`config.mk`:
```
export PLATFORM = sky130hd
export DESIGN_NAME = piso_ser
export DESIGN_NICKNAME = d
export VERILOG_FILES = /design/src/rtl/piso_ser.sv
export SDC_FILE = /design/constraint.sdc
export NUM_CORES = 1
export LEC_CHECK = 0
export BUFFER_PORTS_ARGS = -buffer_cell sky130_fd_sc_hd__buf_2
export CAP_MARGIN = 0
export CORE_MARGIN = 1
export CORE_UTILIZATION = 40
export DETAILED_ROUTE_END_ITERATION = 12
export PLACE_DENSITY = 0.72
export SYNTH_ARGS = -nofsm -noshare
export SYNTH_HDL_FRONTEND = slang
export SYNTH_SLANG_ARGS = --single-unit
```
`constraint.sdc`:
```
create_clock -name clk -period 1.2 [get_ports clk]
set_input_delay 0.06 -clock clk [delete_from_list [all_inputs] [get_ports clk]]
set_output_delay 0.06 -clock clk [all_outputs]
set_load 0.05 [all_outputs]
```
`src/rtl/piso_ser.sv`:
```
// Parallel-in serial-out shifter with a one-word holding register so a new word
// can be queued while the previous one is still shifting out, MSB first.
module piso_ser #(
  parameter int WIDTH = 4,
  parameter int DIV   = 1
) (
  input  logic             clk,
  input  logic             rst,
  input  logic [WIDTH-1:0] pi,
  input  logic             pi_valid,
  output logic             pi_ready,
  output logic             so,
  output logic             so_valid,
  output logic             busy,
  output logic             word_done
);

  localparam int BW = $clog2(WIDTH);
  localparam int DW = (DIV > 1) ? $clog2(DIV) : 1;
  localparam logic [BW-1:0] BIT_LAST = BW'(WIDTH - 1);
  localparam logic [DW-1:0] DIV_LAST = DW'(DIV - 1);

  localparam logic [0:0] IDLE  = 1'b0;
  localparam logic [0:0] SHIFT = 1'b1;

  logic [0:0]       state_q, state_d;
  logic [WIDTH-1:0] hold_q, hold_d;
  logic             hold_full_q, hold_full_d;
  logic [WIDTH-1:0] shift_q, shift_d;
  logic [BW-1:0]    bit_cnt_q, bit_cnt_d;
  logic [DW-1:0]    div_cnt_q, div_cnt_d;
  logic             so_q, so_d;
  logic             so_valid_q, so_valid_d;
  logic             word_done_q, word_done_d;

  logic accept;
  logic in_shift;
  logic last_div;
  logic last_bit;
  logic word_end;
  logic load;

  always_comb begin
    accept   = pi_valid & ~hold_full_q;
    in_shift = (state_q == SHIFT);
    last_div = (div_cnt_q == DIV_LAST);
    last_bit = (bit_cnt_q == BIT_LAST);
    word_end = in_shift & last_div & last_bit;
    // Reload happens on the same edge the LSB finishes, so consecutive words have no gap.
    load     = hold_full_q & (~in_shift | word_end);

    state_d     = state_q;
    hold_d      = hold_q;
    shift_d     = shift_q;
    bit_cnt_d   = bit_cnt_q;
    div_cnt_d   = div_cnt_q;
    hold_full_d = (hold_full_q & ~load) | accept;

    if (accept) begin
      hold_d = pi;
    end

    if (load) begin
      state_d   = SHIFT;
      shift_d   = hold_q;
      bit_cnt_d = '0;
      div_cnt_d = '0;
    end else if (in_shift) begin
      if (last_div) begin
        div_cnt_d = '0;
        if (last_bit) begin
          bit_cnt_d = '0;
          shift_d   = '0;
          state_d   = IDLE;
        end else begin
          bit_cnt_d = bit_cnt_q + BW'(1);
          shift_d   = {shift_q[WIDTH-2:0], 1'b0};
        end
      end else begin
        div_cnt_d = div_cnt_q + DW'(1);
      end
    end

    // Serial outputs are registered, giving a two-edge accept-to-MSB latency.
    so_valid_d  = in_shift;
    so_d        = in_shift & shift_q[WIDTH-1];
    word_done_d = word_end;
  end

  always_ff @(posedge clk or negedge rst) begin
    if (!rst) begin
      state_q     <= IDLE;
      hold_q      <= '0;
      hold_full_q <= 1'b0;
      shift_q     <= '0;
      bit_cnt_q   <= '0;
      div_cnt_q   <= '0;
      so_q        <= 1'b0;
      so_valid_q  <= 1'b0;
      word_done_q <= 1'b0;
    end else begin
      state_q     <= state_d;
      hold_q      <= hold_d;
      hold_full_q <= hold_full_d;
      shift_q     <= shift_d;
      bit_cnt_q   <= bit_cnt_d;
      div_cnt_q   <= div_cnt_d;
      so_q        <= so_d;
      so_valid_q  <= so_valid_d;
      word_done_q <= word_done_d;
    end
  end

  assign pi_ready  = ~hold_full_q;
  assign so        = so_q;
  assign so_valid  = so_valid_q;
  assign word_done = word_done_q;
  assign busy      = (state_q == SHIFT) | hold_full_q;

endmodule
```
==> impl_metrics.py, run 1 <==
metrics = {
    "run_status": {
        "outcome": "finished with violations",
        "violations": "setup timing",
    },
    "synthesis": {
        "yosysSeqAreaShare_pct": 60.4,
        "syn_nets": 57,
        "ys.warnings.count": 0,
        "syn_area_per_cell_um2": 12.7,
        "synth.area.top_cells": "dfrtp_1 (60%), mux2i_1 (8.0%), mux2_2 (7.2%)",
        "syn_inst": 49,
        "synth.largest_area_cell": "dfrtp_1",
        "synth_seq_cells": 15,
        "yosys.area.top_type_share_pct": 60.4,
        "synth_area_um2": 622,
        "synth_cell_type_count": 17,
    },
    "critical_path": {
        "path_cells": "buf_4, nor2b_4, mux2_2",
        "critPathKind": "register to register",
        "reg2regPathDepth": 3,
        "setup.worst_path.end_class": "register",
        "cp_slowest_cell": "dfrtp_1",
        "cp-start-kind": "register",
        "arrival_ps": 1380,
        "cp.required_ps": 1380,
        "worst-path-max-fanout": 5,
        "cpPeakStageDelay_ps": 420,
    },
    "global_routing": {
        "gr-total-overflow": 0,
        "grt_usage_pct": 15.7,
        "grt_pass1_wl_um": 1990,
        "antenna_found_initial": 0,
        "grt_max_degree": 16,
        "first_global_vias": 447,
    },
    "floorplan": {
        "start_util_pct": 45.5,
        "dieWidth_um": 41.4,
        "rows": 13,
        "num_io_pins": 12,
        "dieArea_um2": 1720,
        "die_y_um": 41.4,
        "core_um2": 1370,
    },
    "cts": {
        "cts_buffers": 3,
        "cts_root_buf": "clkbuf_4",
        "insertion_delay_ps": 280,
        "cts.htree.levels": 1,
        "path_clk_slew_ps": 90,
        "cts_tree": "built",
        "cts_sinks": 15,
        "clk_path_buf_depth": 2,
    },
    "finish": {
        "area_delta_synth_final_pct": 33.4,
        "stdcell_area_um2": 830,
        "layout_common_cells": "dfrtp_1 (14), buf_2 (10)",
        "antenna_cells": 0,
        "layout.nets": 80,
        "final_common_cell": "dfrtp_1",
        "drive_gt1_share_pct": 43.7,
    },
    "sta": {
        "relSlewSlack_pct": 77.7,
        "setup_viol_count_final": 1,
        "hold_violations": 0,
        "setup_tns_ps": -0.533,
        "grt_setup_unrepaired": "true",
        "slew_viol_final": 0,
        "layout_setup_ws_ps": -0.533,
        "period_share_pct": 100,
        "tightest_slew_ps": 334,
        "max_freq_mhz": 833,
        "fin_skew_ps": 1.66,
        "min_period_ps": 1200,
        "holdWs_ps": 7.38,
    },
    "drt": {
        "via_per_inst": 5.34,
        "dr_wl_met3_um": 55,
        "drtIter0Drc": 7,
        "drt-total-wl_um": 1170,
        "top_layer": "met4",
        "ant_nets": 0,
        "first_pass_iters": 4,
        "dr_wl_met2_um": 622,
        "drt-met1-wl_um": 478,
        "num_vias": 459,
        "wire_per_inst_um": 13.5,
        "route.detailed.drc": 0,
    },
    "placed_design": {
        "place_area_um2": 698,
        "port_buffers": 11,
        "gp_congestion": 0.774,
        "dp_hpwl_um": 739,
    },
    "worst_hold_path": {
        "holdPathStages": 2,
        "holdCritPathClass": "input pin to register",
    },
    "power": {
        "vdd_ir_drop_max_uv": 1530,
        "powerDensity_nw_per_um2": 2970,
        "power_uw": 2460,
        "p_leak_uw": 0.000389,
    },
    "flow_run": {
        "max_cap_viol_count": 0,
    },
}
## final timing paths
path / start / endpoint / slack (ps)
max: hold_full_q / hold_q[3] / -0.5
min: pi[2] / hold_q[2] / 7
max reg2reg: hold_full_q / hold_q[3] / -0.5
min reg2reg: bit_cnt_q[0] / bit_cnt_q[0] / 510
max in group asynchronous: rst / in_shift / 740
min in group asynchronous: rst / word_done / 200
## per-layer routing
metal  up-vias  track usage (%)
met2        18             26.6
met5         -                0
li1        213                -
met1       226             16.5
met4         0             11.6
met3         2             3.91
## registers in the layout, summed over array words and instances (netlist names)
signal / flops
hold_q: 4
shift_q: 4
bit_cnt_q: 2
hold_full_q: 1
in_shift: 1
so: 1
so_valid: 1
word_done: 1
## worst max-delay path: cells and delay by family, from the launching register on
| family | cells | cell delay [ps] |
|---|---|---|
| multiplexers | 1 | 350 |
| AND/OR/NAND/NOR | 1 | 170 |
| buffers and inverters | 1 | 150 |
| flip-flops | 1 | 420 |
## final cells by class
class / instances / area [um2]
Timing Repair Buffer: 20 / 144
Clock buffer: 4 / 26.3
Multi-Input combinational cell: 27 / 245
Fill cell: 119 / 537
Sequential cell: 15 / 377
Inverter: 5 / 18.8
Tap cell: 15 / 18.8
## where the power goes
part           internal [uW]  switching (uW)  total [uW]
Sequential               745             198         942
Combinational            563             666        1230
Clock                    129             161         290
Total                   1440            1020        2460
## per-stage QoR
stage               setup WS [ps]  std cells  utilization [%]
floorplan                    6.56         49                -
global placement             74.9         75             51.1
detailed placement          -6.88         75             51.1
CTS                        -0.696         83             57.9
global route                -52.7         86             60.7
finish                     -0.533         86             60.7
## synthesized netlist by cell type
library cell,instances
a32o_1,1
and2_1,2
buf_2,1
buf_4,1
dfrtp_1,15
ha_1,1
inv_1,5
mux2_2,4
mux2i_1,5
nand2_1,2
nand2b_1,1
nand3_1,4
nor2_1,1
nor2b_2,1
o21ai_0,1
o21bai_1,1
o221ai_1,3
## logic make-up after synthesis
| kind of cell | Yosys count | synth area share, % |
|---|---|---|
| adders and majority gates | 1 | 2.01 |
| DFF | 15 | 60.4 |
| muxes | 9 | 15.3 |
| AOI/OAI and AO/OA | 6 | 7.85 |
| and+or+nand+nor | 11 | 9.46 |
| buffers and inverters | 7 | 5.03 |
## repair_timing
action | in CTS | in global routing
hold buffers | 3 | 0
resized for setup | 10 | 4
setup buffers | 1 | 2
hold endpoints to repair | 17 | 0
cloned | 0 | 1
endpoints found under the setup margin | 4 | 9
pin swaps | 0 | 0
No activity file was read; power rests on OpenSTA's default activity.
==> inputs of run 2 (changes only) <==
==> constraint.sdc (replaced) <==
create_clock -name clk -period 1.2 [get_ports clk]
set_input_delay 0.24 -clock clk [delete_from_list [all_inputs] [get_ports clk]]
set_output_delay 0.24 -clock clk [all_outputs]
set_load 0.05 [all_outputs]
==> run 2 against run 1 <==
- the flow still finishes with violations (setup timing)
- via count fell by 3.7%
- sequential power fell by 5.6%
- clock power rose by 2%
- setup slack got worse by 86 ps
- sequential cell count did not move
- combinational power barely moved
- first-iteration DRC count fell by 43%
- critical path type is now register to primary output
- largest cell class unchanged
- largest power group unchanged
- highest routed layer unchanged
==> impl_metrics.py, run 2 (synthesized netlist as in run 1, its figures left out) <==
metrics = {
    "finish": {
        "layout.nets": 81,
        "fin_cells": 87,
        "layout_common_cells": "dfrtp_1 (14), buf_2 (9), buf_4 (9), mux2i_1 (5)",
        "drive_gt1_share_pct": 44.4,
        "area_delta_synth_final_pct": 34.2,
        "final_common_cell": "dfrtp_1",
        "antenna_cells": 0,
        "reg_top3": "hold_q: 4 flops, shift_q: 4 flops, bit_cnt_q: 2 flops",
        "fill_cells": 120,
    },
    "drt": {
        "num_vias": 442,
        "ant_nets": 0,
        "dr_wl_met2_um": 503,
        "drtIter0Drc": 4,
        "drt-total-wl_um": 1120,
        "top_layer": "met4",
        "drt-met1-wl_um": 533,
        "dr_wl_met3_um": 62,
        "first_pass_iters": 2,
        "via_per_inst": 5.08,
        "wire_per_inst_um": 12.9,
        "route.detailed.drc": 0,
    },
    "power": {
        "p_leak_uw": 0.000410,
        "vdd_ir_drop_max_uv": 1500,
        "powerDensity_nw_per_um2": 2920,
    },
    "sta": {
        "setup_tns_ps": -198,
        "holdWs_ps": 183,
        "relSlewSlack_pct": 78.3,
        "max_freq_mhz": 777,
        "min_period_ps": 1290,
        "grt_setup_unrepaired": "true",
        "fin_skew_ps": 13.7,
        "layout_setup_ws_ps": -86.3,
        "slew_viol_final": 0,
        "hold_violations": 0,
        "setup_viol_count_final": 6,
        "period_share_pct": 107,
        "tightest_slew_ps": 326,
    },
    "cts": {
        "path_clk_slew_ps": 90,
        "clk_path_buf_depth": 2,
        "cts_sinks": 15,
        "cts_tree": "built",
        "cts_buffers": 3,
        "insertion_delay_ps": 290,
        "cts_root_buf": "clkbuf_4",
        "cts.htree.levels": 1,
    },
    "critical_path": {
        "regToRegSetupSlack_ps": -20,
        "reg2regPathDepth": 3,
        "cp-start-kind": "register",
        "arrival_ps": 1050,
        "critPathKind": "register to primary output",
        "worst-path-max-fanout": 2,
        "reg2reg_from": "hold_full_q",
        "setup.worst_path.end_class": "primary output",
        "cp.required_ps": 960,
        "r2r-end": "hold_q[2]",
    },
    "floorplan": {
        "dieWidth_um": 41.4,
        "core_um2": 1370,
        "num_io_pins": 12,
        "start_util_pct": 45.5,
        "dieArea_um2": 1720,
        "die_y_um": 41.4,
        "rows": 13,
    },
    "global_routing": {
        "grt_pass1_wl_um": 1870,
        "antenna_found_initial": 0,
        "grt_max_degree": 16,
        "grt_usage_pct": 14.8,
        "gr-total-overflow": 0,
        "first_global_vias": 378,
    },
    "placed_design": {
        "dp_hpwl_um": 746,
        "dpl_worst_slack_ps": 52.2,
        "port_buffers": 11,
        "dp.cells": 76,
        "gp_congestion": 0.765,
    },
    "run_status": {
        "outcome": "finished with violations",
        "violations": "setup timing",
    },
    "worst_hold_path": {
        "holdCritPathClass": "input pin to register",
        "holdPathEnd": "hold_q[0]",
        "holdPathStages": 2,
        "hp-start": "pi[0]",
    },
    "flow_run": {
        "max_cap_viol_count": 0,
    },
}
## run 2: worst max-delay path by stage
stage / endpoint / slack (ps) / cells after the start / startpoint
2_1_floorplan: bit_cnt_q[0] / 7 / 4 / hold_full_q
3_3_place_gp: hold_q[0] / 70 / 2 / hold_full_q
3_5_place_dp: hold_q[2] / 50 / 2 / hold_full_q
4_1_cts: busy / -130 / 3 / hold_full_q
5_1_grt: busy / -140 / 3 / hold_full_q
6_report: busy / -90 / 3 / in_shift
## run 2: area by class of cell
cell class	instances	area (um2)	area share, %
multi-input cells	27	245	29.4
flip-flops and latches	15	377	45.1
repair buffers	21	149	17.8
inverters	5	18.8	2.25
clock buffers	4	26.3	3.15
well taps	15	18.8	2.25
## run 2: layer usage
metal | up-vias | GRT usage [%]
li1 | 217 | -
met1 | 209 | 19.5
met2 | 13 | 20.9
met3 | 3 | 6.96
met4 | 0 | 5.81
met5 | - | 0
## run 2: critical path: stages (launching register included)
cell     delay, ps
dfrtp_1        410
nor2_4         140
inv_2           60
buf_8          140
## run 2: where the power goes
part	switching, uW	internal, uW	total [uW]
sequential	150	739	889
clock	165	129	295
combinational	663	587	1250
total	979	1460	2430
## run 2: per-stage QoR
step | util, % | area (um2) | total power (uW)
floorplan | - | 622 | 1670
global placement | 51.6 | 706 | 1850
detailed placement | 51.6 | 706 | 1900
CTS | 56.9 | 777 | 2290
global route | 61.1 | 835 | 2590
finish | 61.1 | 835 | 2430
## run 2: what timing repair did
| action | in CTS | in global routing |
|---|---|---|
| setup buffers | 2 | 4 |
| hold endpoints to repair | 15 | 0 |
| gates resized for setup | 7 | 8 |
| pin swaps | 1 | 1 |
| hold buffers | 1 | 0 |
| endpoints found under the setup margin | 2 | 11 |
==> inputs of run 3 (changes only) <==
ABC_AREA = 1   (was not set)
==> run 3 against run 2 <==
- the run still ends with setup timing left
- clock power fell by 4%
- synthesized area decreased by 1.8%
- routed wire length is 2.2% lower
- sequential share of layout area rose by 1.3 points
- register-to-register slack improved by 90 ps
- worst hold slack improved by 23 ps
- global-route usage grew 1.8 points
- fmax grew 2.3%
- sequential power shrank 1%
- synthesized cell count increased by 35%
- setup slack better by 30 ps
- highest routed layer unchanged
==> impl_metrics.py, run 3 <==
metrics = {
    "critical_path": {
        "regToRegSetupSlack_ps": 70,
        "path_cells": "nor2_4, inv_2, buf_6",
        "reg2regPathDepth": 6,
        "cp-start-kind": "register",
        "cp_slowest_cell": "dfrtp_2",
        "r2r-end": "shift_q[1]",
        "cpPeakStageDelay_ps": 450,
        "worst-path-max-fanout": 3,
        "setup.worst_path.end_class": "primary output",
        "reg2reg_from": "hold_full_q",
        "critPathKind": "register to primary output",
        "arrival_ps": 1020,
        "cp.required_ps": 960,
    },
    "sta": {
        "tightest_slew_ps": 329,
        "layout_setup_ws_ps": -56.8,
        "setup_viol_count_final": 2,
        "slew_viol_final": 0,
        "period_share_pct": 105,
        "fin_skew_ps": 7.92,
        "relSlewSlack_pct": 78.1,
        "min_period_ps": 1260,
        "hold_violations": 0,
        "grt_setup_unrepaired": "true",
        "setup_tns_ps": -59.9,
        "max_freq_mhz": 796,
    },
    "floorplan": {
        "dieWidth_um": 41.1,
        "core_um2": 1370,
        "dieArea_um2": 1690,
        "start_util_pct": 44.7,
        "rows": 13,
        "die_y_um": 41.1,
        "num_io_pins": 12,
    },
    "placed_design": {
        "place_area_um2": 722,
        "dp.cells": 97,
        "dp_hpwl_um": 724,
        "gp_congestion": 0.756,
        "port_buffers": 11,
    },
    "global_routing": {
        "grt_usage_pct": 16.5,
        "grt_pass1_wl_um": 1760,
        "antenna_found_initial": 0,
        "first_global_vias": 431,
        "grt_max_degree": 16,
        "gr-total-overflow": 0,
    },
    "drt": {
        "ant_nets": 0,
        "route.detailed.drc": 0,
        "num_vias": 492,
        "drtIter0Drc": 14,
        "first_pass_iters": 4,
        "wire_per_inst_um": 10.4,
        "drt-total-wl_um": 1090,
        "via_per_inst": 4.69,
    },
    "run_status": {
        "violations": "setup timing",
        "outcome": "finished with violations",
    },
    "finish": {
        "fin_cells": 105,
        "stdcell_area_um2": 813,
        "layout.nets": 99,
        "fill_cells": 125,
        "post-route-util_pct": 59.5,
        "area_delta_synth_final_pct": 33.2,
        "final_common_cell": "nand2_1",
        "layout_common_cells": "nand2_1 (19), dfrtp_1 (13), buf_2 (9), nand3_1 (7), buf_4 (7)",
        "antenna_cells": 0,
        "reg_top3": "hold_q: 4 flops, shift_q: 4 flops, bit_cnt_q: 2 flops",
        "drive_gt1_share_pct": 35.6,
    },
    "synthesis": {
        "syn_inst": 66,
        "synth.largest_area_cell": "dfrtp_1",
        "yosys.area.top_type_share_pct": 61.5,
        "ys.flop_type": "dfrtp_1",
        "syn_nets": 74,
        "netlist_top_cells_count": "nand2_1 (20), dfrtp_1 (15), inv_1 (8)",
        "synth.most_common_cell": "nand2_1",
        "synthArstFlopShare_pct": 100,
        "synth.area.top_cells": "dfrtp_1 (61%), nand2_1 (12%), nand3_1 (5.7%)",
        "ys.warnings.count": 0,
        "syn_area_per_cell_um2": 9.25,
        "synth_seq_cells": 15,
        "yosysSeqAreaShare_pct": 61.5,
        "synth_area_um2": 611,
        "synth_cell_type_count": 12,
        "synth_edf_count": 0,
    },
    "cts": {
        "cts_sinks": 15,
        "cts_root_buf": "clkbuf_4",
        "cts_tree": "built",
        "cts.htree.levels": 1,
        "cts_buffers": 3,
        "insertion_delay_ps": 280,
        "path_clk_slew_ps": 90,
        "clk_path_buf_depth": 2,
    },
    "power": {
        "p_leak_uw": 0.000437,
        "vdd_ir_drop_max_uv": 1350,
        "powerDensity_nw_per_um2": 3030,
    },
    "worst_hold_path": {
        "holdCritPathClass": "input pin to register",
        "holdPathEnd": "hold_q[2]",
        "hp-start": "pi[2]",
        "holdPathStages": 3,
    },
    "flow_run": {
        "max_cap_viol_count": 0,
    },
}
run 3: changes by cell type after synthesis, sizes merged, moves of 3 or more:
cell	before	now
a21oi	0	4
inv	5	9
mux2	4	0
mux2i	5	0
nand2	2	22
nand3	4	7
nor2	1	5
o221ai	3	0
run 3: kinds of logic after synthesis:
logic type / after synthesis / share of synthesized area (%)
simple gates: 34 / 25.2
flops: 15 / 61.5
compound gates: 7 / 5.74
buf+inv: 9 / 5.53
fa+ha+maj: 1 / 2.05
run 3: metal layers:
metal | wire length (um) | global-route usage (%)
met5 | 0 | 0
met4 | 7 | 10.0
met3 | 46 | 3.26
met2 | 545 | 28.5
met1 | 494 | 18.4
run 3: final cells by class:
type	count	area, um2	area share, %
Inverter	9	33.8	4.15
Multi-Input combinational cell	42	211	26.0
Clock buffer	4	26.3	3.23
Sequential cell	15	378	46.5
Timing Repair Buffer	20	145	17.8
Tap cell	15	18.8	2.31
run 3: worst max-delay path by stage:
stage          cells past startpoint  slack (ps)          from            to
6_report                           3         -60   hold_full_q          busy
5_1_grt                            3        -110      in_shift          busy
4_1_cts                            3         -70   hold_full_q          busy
3_5_place_dp                       7          20  bit_cnt_q[0]    shift_q[1]
3_3_place_gp                       7          60  bit_cnt_q[0]    shift_q[3]
2_1_floorplan                      4          20      in_shift  bit_cnt_q[1]
run 3: power breakdown:
| part | internal [uW] | switching, uW |
|---|---|---|
| clock network | 129 | 155 |
| logic | 508 | 795 |
| registers | 756 | 123 |
run 3: what timing repair did:
| action | 4_1_cts | 5_1_grt |
|---|---|---|
| setup buffers | 2 | 1 |
| resized for setup | 7 | 6 |
| hold buffers | 1 | 0 |
| pin swaps | 0 | 1 |
| endpoints found under the setup margin | 3 | 6 |
| hold endpoints to repair | 15 | 0 |
run 3: per-stage QoR:
step                worst slack [ps]  total power (uW)  hold slack, ps
floorplan                       24.9              1630           -55.6
global placement                64.3              1940             160
detailed placement              17.9              1970             160
CTS                            -66.0              2360             203
global route                    -112              2670             201
finish                         -56.8              2470             206
run 3: critical path: cells and delay by family, from the launching register on:
kind          cells  cell delay, ps
simple gates      1             100
buf+inv           2             190
flops             1             450
